`src/rtl/rr_priority_arbiter.sv`:
```
// Round-robin arbiter with a rotating priority encoder, registered one-hot grant and an
// optional per-owner hold-time limit.
module rr_priority_arbiter #(
  parameter int unsigned NUM_REQ  = 8,
  parameter int unsigned ID_W     = 3,
  parameter int unsigned MAX_HOLD = 16
) (
  input  logic               clk_i,
  input  logic               rst_i,
  input  logic [NUM_REQ-1:0] req_i,
  output logic [NUM_REQ-1:0] gnt_o,
  output logic [ID_W-1:0]    gnt_id_o,
  output logic               gnt_valid_o,
  output logic [4:0]         hold_cnt_o
);

  typedef enum logic [0:0] {StIdle, StOwn} state_e;

  state_e             state_q, state_d;
  logic [ID_W-1:0]    ptr_q, ptr_d;
  logic [ID_W-1:0]    id_q, id_d;
  logic [NUM_REQ-1:0] gnt_q, gnt_d;
  logic [4:0]         hold_q, hold_d;

  logic [ID_W-1:0] arb_ptr;
  logic [ID_W-1:0] scan_idx;
  logic [ID_W-1:0] win_id;
  logic            win_found;
  logic            hold_limit;
  logic            release_own;

  // On release the search starts just past the owner, matching the ptr update.
  assign arb_ptr = (state_q == StOwn) ? id_q + ID_W'(1) : ptr_q;

  always_comb begin
    win_found = 1'b0;
    win_id    = '0;
    scan_idx  = '0;
    for (int unsigned i = 0; i < NUM_REQ; i++) begin
      scan_idx = arb_ptr + ID_W'(i);
      if (!win_found && req_i[scan_idx]) begin
        win_found = 1'b1;
        win_id    = scan_idx;
      end
    end
  end

  assign hold_limit  = (MAX_HOLD != 0) && (32'(hold_q) == MAX_HOLD - 1);
  assign release_own = !req_i[id_q] || hold_limit;

  always_comb begin
    state_d = state_q;
    ptr_d   = ptr_q;
    id_d    = id_q;
    gnt_d   = gnt_q;
    hold_d  = hold_q;
    unique case (state_q)
      StIdle: begin
        if (win_found) begin
          state_d = StOwn;
          id_d    = win_id;
          gnt_d   = NUM_REQ'(1) << win_id;
          hold_d  = '0;
        end
      end
      StOwn: begin
        if (release_own) begin
          ptr_d = id_q + ID_W'(1);
          if (win_found) begin
            id_d   = win_id;
            gnt_d  = NUM_REQ'(1) << win_id;
            hold_d = '0;
          end else begin
            state_d = StIdle;
            id_d    = '0;
            gnt_d   = '0;
            hold_d  = '0;
          end
        end else begin
          hold_d = (hold_q == 5'd31) ? 5'd31 : hold_q + 5'd1;
        end
      end
      default: state_d = StIdle;
    endcase
  end

  always_ff @(posedge clk_i) begin
    if (rst_i) begin
      state_q <= StIdle;
      ptr_q   <= '0;
      id_q    <= '0;
      gnt_q   <= '0;
      hold_q  <= '0;
    end else begin
      state_q <= state_d;
      ptr_q   <= ptr_d;
      id_q    <= id_d;
      gnt_q   <= gnt_d;
      hold_q  <= hold_d;
    end
  end

  assign gnt_o       = gnt_q;
  assign gnt_id_o    = id_q;
  assign gnt_valid_o = (state_q == StOwn);
  assign hold_cnt_o  = hold_q;

endmodule

```
`config.mk`:
```
export PLATFORM = sky130hd
export DESIGN_NAME = rr_priority_arbiter
export DESIGN_NICKNAME = d
export VERILOG_FILES = /design/src/rtl/rr_priority_arbiter.sv
export SDC_FILE = /design/constraint.sdc
export NUM_CORES = 1
export LEC_CHECK = 0
export BUFFER_PORTS_ARGS = -buffer_cell sky130_fd_sc_hd__buf_4
export CAP_MARGIN = 15
export CORE_ASPECT_RATIO = 0.6
export CORE_UTILIZATION = 62
export DETAILED_ROUTE_END_ITERATION = 16
export PLACE_DENSITY_LB_ADDON = 0.1
export SLEW_MARGIN = 30
export SYNTH_ARGS = -nofsm -noshare
export SYNTH_HDL_FRONTEND = slang
export SYNTH_SLANG_ARGS = --single-unit
```
`constraint.sdc`:
```
create_clock -name clk_i -period 5.75 [get_ports clk_i]
set_input_delay 0.575 -clock clk_i [delete_from_list [all_inputs] [get_ports clk_i]]
set_output_delay 0.575 -clock clk_i [all_outputs]
set_load 0.01 [all_outputs]
```
==> impl_metrics.py, run 1 <==
metrics = {
    "clocking": {
        "clock-sinks": 20,
        "cts_tree": "done",
        "cts_buffers": 3,
        "clkLatencyLatePin_ns": 0.26,
        "post_cts_resized": 0,
        "postCtsSetupRepairBufs": 0,
        "cts_root_buf": "clkbuf_8",
        "clk_pin_slew_ns": 0.07,
        "cts_buffer_depth": 2,
        "htree_num_levels": 1,
        "hold_buffers": 0,
    },
    "detailed_routing": {
        "viasPerCell": 6.79,
        "ant_nets": 0,
        "wirelength_um": 5700,
        "drt-initial-drc-count": 233,
        "firstDrtPassIters": 5,
        "route.detailed.drc": 0,
        "route.vias.total": 2145,
        "wl_per_cell_um": 18.0,
    },
    "placed_design": {
        "place.port_buffers": 26,
        "place_inst": 312,
        "globalplace.congestion": 0.988,
        "preCtsSetupSlack_ns": 1.45,
        "hpwl_um": 4330,
    },
    "layout": {
        "drive_gt1_share_pct": 18.2,
        "finalNonFillerCells": 316,
        "antenna_cells": 0,
        "final_nets": 289,
        "area_delta_synth_final_pct": 13.7,
    },
    "critical_path": {
        "crit_required_ns": 5.91,
        "worstPathArrival_ns": 4.63,
        "setup.worst_path.end_class": "flip-flop",
        "critPathMaxFanout": 12,
        "crit_type": "flip-flop to flip-flop",
        "cp-start-kind": "flip-flop",
    },
    "global_routing": {
        "antenna_found_initial": 0,
        "grt.overflow.total": 0,
        "grt_max_degree": 15,
        "grt_first_pass_wirelength_um": 9200,
        "track_usage_pct": 36.6,
        "grt_pass1_vias": 1835,
    },
    "yosys": {
        "synth_cells": 252,
        "syn-num-nets": 266,
        "postSynthRegisterBits": 20,
        "ys_types": 63,
        "yosys_most_used_dff": "dfxtp_1",
        "syn_area_mm2": 0.00197,
        "yosysSeqAreaShare_pct": 20.4,
        "synth_edf_count": 0,
        "synth_mux_area_share_pct": 13.6,
        "synth_compound_area_share_pct": 29.0,
        "synth-simple-area-share_pct": 28.0,
        "synth_xor_area_share_pct": 3.50,
        "async_flop_share_pct": 0,
        "synth_top_family_by_area": "compound AO/OA/AOI/OAI gates",
        "syn_avg_cell_area_um2": 7.80,
        "yosys_warnings": 0,
        "synthAdderAreaFrac_pct": 2.55,
    },
    "timing": {
        "min_period_over_period_pct": 77.8,
        "clock.fmax_mhz": 224,
        "finalHoldViolations": 0,
        "worst_pin_slew_ns": 0.811,
        "grt_setup_unrepaired": "false",
        "skew_ns": 0.00286,
        "setup_viol": 0,
        "postLayoutSetupSlackWorst_ns": 1.28,
        "period_minus_slack_ns": 4.47,
        "slew_headroom_pct": 45.5,
        "tns_ns": 0,
        "whs_ns": 0.460,
        "drv_slew": 0,
    },
    "floorplan": {
        "core_mm2": 0.00295,
        "die_h_um": 45.6,
        "start_util_pct": 66.7,
        "rows": 15,
        "dieArea_mm2": 0.00341,
        "io_pins": 27,
        "chipWidth_um": 74.7,
    },
    "power_and_ir_drop": {
        "total_power_mw": 1.16,
        "p_leak_nw": 0.912,
        "ir_worst_vdd_mv": 0.376,
        "power_density_mw_per_mm2": 519,
    },
    "worst_hold_path": {
        "min_path_type": "flip-flop to flip-flop",
    },
    "job": {
        "max_cap_violations": 0,
    },
    "run_status": {
        "status": "completed",
    },
}
[layout by cell type (no fill, tap or decap), drive strengths merged, types with 3 or more instances in the layout]
cell / count
mux2: 3
nor2: 19
mux2i: 13
and3: 8
o21ai: 17
xnor2: 5
a21boi: 3
nand3: 20
o31ai: 5
nand2b: 6
and2: 3
nand2: 28
mux4: 4
dfxtp: 20
inv: 5
nor3: 3
clkbuf: 4
a32oi: 3
a21oi: 20
o41ai: 4
o211ai: 8
or3: 6
ha: 4
buf: 27
[cell usage after synthesis (all sizes together) (2+ instances only)]
cell,n,area [µm²]
o21ai,17,85.1
o31ai,5,37.5
clkbuf,4,15.0
xor2,2,17.5
dfxtp,20,400
xnor2,5,51.3
nand3,20,100
inv,5,18.8
o211ai,8,60.1
and2,3,18.8
nor4,2,18.8
nor2,19,76.3
a2bb2oi,2,17.5
a21boi,3,22.5
a21oi,20,100
buf,5,26.3
mux2i,13,143
a32oi,3,26.3
nand2b,6,37.5
nor3,3,31.3
and3,8,50.1
or2,2,12.5
mux2,3,33.8
o41ai,4,35.0
mux4,4,90.1
or3,6,42.5
o21a,2,15.0
nor2b,2,15.0
nand2,28,113
ha,4,50.1
a31oi,2,12.5
a211oi,2,15.0
o221ai,2,17.5
o2bb2ai,2,17.5
a22oi,2,15.0
a211o,2,17.5
[power breakdown]
part           internal [mW]  total [mW]  switching, mW  leakage (nW)
clock                 0.0610       0.108         0.0467        0.0288
combinational          0.329       0.852          0.523         0.721
sequential             0.169       0.201         0.0316         0.163
[through the flow]
step | utilization [%] | instance area (µm²)
after floorplan | - | 1970
after global placement | 74.0 | 2180
after detailed placement | 74.0 | 2180
after CTS | 75.8 | 2230
after global routing | 75.8 | 2230
final | 75.8 | 2230
[area by class of cell]
class / count / area [µm²]
Inverter: 5 / 18.8
Timing Repair Buffer: 27 / 203
Clock buffer: 4 / 55.1
Tap cell: 42 / 52.6
Sequential cell: 20 / 400
Multi-Input combinational cell: 218 / 1510
Fill cell: 228 / 712
[critical path, cell delays in order, from the launching register on]
cell	delay (ns)
dfxtp_1	0.66
nand2b_1	0.37
nand2_4	0.27
inv_2	0.10
ha_1	0.24
xnor2_2	0.47
mux2i_1	0.52
nand4bb_1	0.32
nor4_2	0.79
o21ba_1	0.38
nand2_1	0.13
o31ai_1	0.10
[routing by layer]
metal	vias up	GRT usage, %	routed length [µm]
li1	1016	-	-
met1	968	55.5	2690
met2	147	47.0	2200
met3	14	14.2	749
met4	0	8.68	51
met5	-	0	0
[state kept, by name, summed over array words and instances, names as in the netlist]
name and count:
gnt_id_o 3, gnt_o 8, gnt_valid_o 1, hold_cnt_o 5, ptr_q 3
[kinds of logic after synthesis]
group / Yosys count
and+or+nand+nor: 103
adders and majority gates: 4
xor gates and xnor gates: 7
AOI/OAI and AO/OA: 84
muxes: 20
DFF: 20
buffers and inverters: 14
[path summary, 6_finish.rpt]
kind               startpoint  slack [ns]  depth (start not counted)        to
setup reg to reg  gnt_valid_o        1.28                         11  gnt_o[7]
hold reg to reg      gnt_o[0]        0.46                          2  gnt_o[0]
hold / removal       gnt_o[0]        0.46                          2  gnt_o[0]
setup / recovery  gnt_valid_o        1.28                         11  gnt_o[7]
Power figures use the tool's default switching activity.
==> inputs of run 2 (changes only) <==
--- a/config.mk
+++ b/config.mk
@@ -5,10 +5,11 @@
 export SDC_FILE = /design/constraint.sdc
 export NUM_CORES = 1
 export LEC_CHECK = 0
+export ABC_AREA = 1
 export BUFFER_PORTS_ARGS = -buffer_cell sky130_fd_sc_hd__buf_4
 export CAP_MARGIN = 15
 export CORE_ASPECT_RATIO = 0.6
-export CORE_UTILIZATION = 62
+export CORE_UTILIZATION = 59
 export DETAILED_ROUTE_END_ITERATION = 16
 export PLACE_DENSITY_LB_ADDON = 0.1
 export SLEW_MARGIN = 30
==> constraint.sdc (replaced) <==
create_clock -name clk_i -period 4.4 [get_ports clk_i]
set_input_delay 0.44 -clock clk_i [delete_from_list [all_inputs] [get_ports clk_i]]
set_output_delay 0.44 -clock clk_i [all_outputs]
set_load 0.01 [all_outputs]
==> run 2 against run 1 <==
Against the previous run: total power increased by 50%; largest power group unchanged; critical path type unchanged; clock power increased by 30%; worst hold slack improved by 0.0037 ns.
==> impl_metrics.py, run 2 <==
metrics = {
    "run_status": {
        "status": "completed",
    },
    "detailed_routing": {
        "route.vias.total": 2529,
        "viasPerCell": 5.81,
        "wl_met1_um": 2780,
        "firstDrtPassIters": 5,
        "ant_nets": 0,
        "drt-initial-drc-count": 276,
        "highest_layer": "met4",
        "wl_met2_um": 2380,
        "route.detailed.drc": 0,
        "wl_per_cell_um": 13.6,
        "wl_met3_um": 752,
        "wirelength_um": 5920,
    },
    "placed_design": {
        "place_area_mm2": 0.00240,
        "globalplace.congestion": 0.969,
        "place.port_buffers": 26,
        "hpwl_um": 4680,
    },
    "floorplan": {
        "chipWidth_um": 81.4,
        "die_h_um": 49.6,
        "dieArea_mm2": 0.00404,
        "start_util_pct": 65.1,
        "rows": 16,
        "io_pins": 27,
        "core_mm2": 0.00342,
    },
    "clocking": {
        "cts_tree": "done",
        "htree_num_levels": 1,
        "hold_buffers": 0,
        "clk_pin_slew_ns": 0.07,
        "cts_root_buf": "clkbuf_8",
        "postCtsSetupRepairBufs": 0,
        "cts_buffer_depth": 2,
        "clock-sinks": 20,
        "clkLatencyLatePin_ns": 0.26,
        "cts_buffers": 3,
        "post_cts_resized": 0,
    },
    "layout": {
        "final_cell_mix": "nand2_1, nand3_1, inv_1, buf_4, nor2_1",
        "drive_gt1_share_pct": 21.3,
        "largest_reg_flops": 8,
        "design_area_mm2": 0.00246,
        "area_delta_synth_final_pct": 10.3,
        "antenna_cells": 0,
        "final_nets": 405,
        "layout_commonest_cell": "nand2_1",
    },
    "yosys": {
        "ys_types": 36,
        "yosysSeqAreaShare_pct": 18.0,
        "synth_most_common_cell": "nand2_1",
        "synth_top_area_cell": "nand2_1",
        "synth_cells": 369,
        "async_flop_share_pct": 0,
        "yosys_warnings": 0,
        "syn_area_mm2": 0.00223,
        "synth_top_area_share_pct": 18.2,
        "synth.area.top_cells": "nand2_1, dfxtp_1, nand3_1",
        "synth_commonest_cells": "nand2_1, nand3_1, inv_1",
        "synth_edf_count": 0,
        "syn_avg_cell_area_um2": 6.04,
        "syn-num-nets": 383,
        "postSynthRegisterBits": 20,
        "yosys_most_used_dff": "dfxtp_1",
    },
    "job": {
        "max_cap_violations": 0,
    },
    "timing": {
        "slew_headroom_pct": 61.0,
        "skew_ns": 0.00521,
        "drv_slew": 0,
        "tns_ns": 0,
        "worst_pin_slew_ns": 0.584,
        "period_minus_slack_ns": 3.40,
        "grt_setup_unrepaired": "false",
        "finalHoldViolations": 0,
        "min_period_over_period_pct": 77.2,
        "clock.fmax_mhz": 294,
        "setup_viol": 0,
    },
    "critical_path": {
        "critPathSlowestCell": "dfxtp_1",
        "cp-start-kind": "flip-flop",
        "path_cells": "inv_8 > nand2_8 > nand2_4 > ha_1 > inv_1 > nand3_1 > nand2_1 > nand2_1 > nand2_1 > nor2_4 > nand4_4 > nor2_8 > nand3_2 > nand2_2 > nand2_4 > nand2_2 > nor2_2 > nand2_1 > a21oi_1",
        "critPathTopFamily": "simple AND/OR/NAND/NOR gates",
        "crit_type": "flip-flop to flip-flop",
        "worstPathArrival_ns": 3.55,
        "crit_required_ns": 4.55,
        "cpMostUsedCell": "nand2_1",
        "critPathBufInv": 2,
        "setup.worst_path.end_class": "flip-flop",
        "critPathMaxFanout": 21,
        "crit_path_max_incr_delay_ns": 0.69,
    },
    "power_and_ir_drop": {
        "p_leak_nw": 1.20,
        "ir_worst_vdd_mv": 0.328,
        "total_power_mw": 1.74,
        "power_density_mw_per_mm2": 708,
    },
    "global_routing": {
        "grt_first_pass_wirelength_um": 9680,
        "track_usage_pct": 31.1,
        "antenna_found_initial": 0,
        "grt_max_degree": 22,
        "grt_pass1_vias": 2019,
        "grt.overflow.total": 0,
    },
    "worst_hold_path": {
        "min_path_type": "flip-flop to flip-flop",
    },
}
[run 2: cell families after synthesis]
group	synth area share [%]
simple gates	58.8
fa+ha+maj	2.24
compound gates	9.88
xor+xnor	0.786
flops	18.0
buf+inv	10.3
[run 2: report_power, final]
group	leakage [nW]	total (mW)	switching [mW]	internal, mW
clock network	0.0288	0.140	0.0599	0.0796
registers	0.163	0.274	0.0460	0.228
logic	1.01	1.33	0.926	0.403
total	1.20	1.74	1.03	0.710
[run 2: area by class of cell]
cell class,count,area (µm²)
Clock buffer,4,55.1
Timing Repair Buffer,26,195
Tap cell,45,56.3
Fill cell,314,963
Multi-Input combinational cell,301,1600
Sequential cell,20,400
Inverter,39,154
[run 2: worst paths after layout]
check / from / to / slack [ns] / depth (start not counted)
hold reg to reg: gnt_o[7] / gnt_o[7] / 0.46 / 2
hold / removal: gnt_o[7] / gnt_o[7] / 0.46 / 2
setup / recovery: gnt_valid_o / gnt_o[5] / 1.00 / 19
setup reg to reg: gnt_valid_o / gnt_o[5] / 1.00 / 19
[run 2: worst min-delay path: stages, from the launching register on]
cell	delay [ns]
dfxtp_1	0.31
nand2_1	0.06
a21oi_1	0.05
[run 2: routing by layer]
metal	up-vias	global-route usage (%)
met5	-	0
met4	0	2.98
met3	2	8.52
met2	149	40.7
met1	1122	50.1
li1	1256	-
[run 2: stage by stage]
| stage | setup slack [ns] | hold slack [ns] | cells | utilization (%) |
|---|---|---|---|---|
| after CTS | 1.06 | 0.462 | 435 | 71.9 |
| after detailed placement | 1.12 | 0.457 | 431 | 70.2 |
| after global placement | 1.12 | 0.456 | 431 | 70.2 |
| after floorplan | 1.66 | 0.472 | 369 | - |
| final | 1.00 | 0.464 | 435 | 71.9 |
| after global routing | 0.810 | 0.471 | 435 | 71.9 |
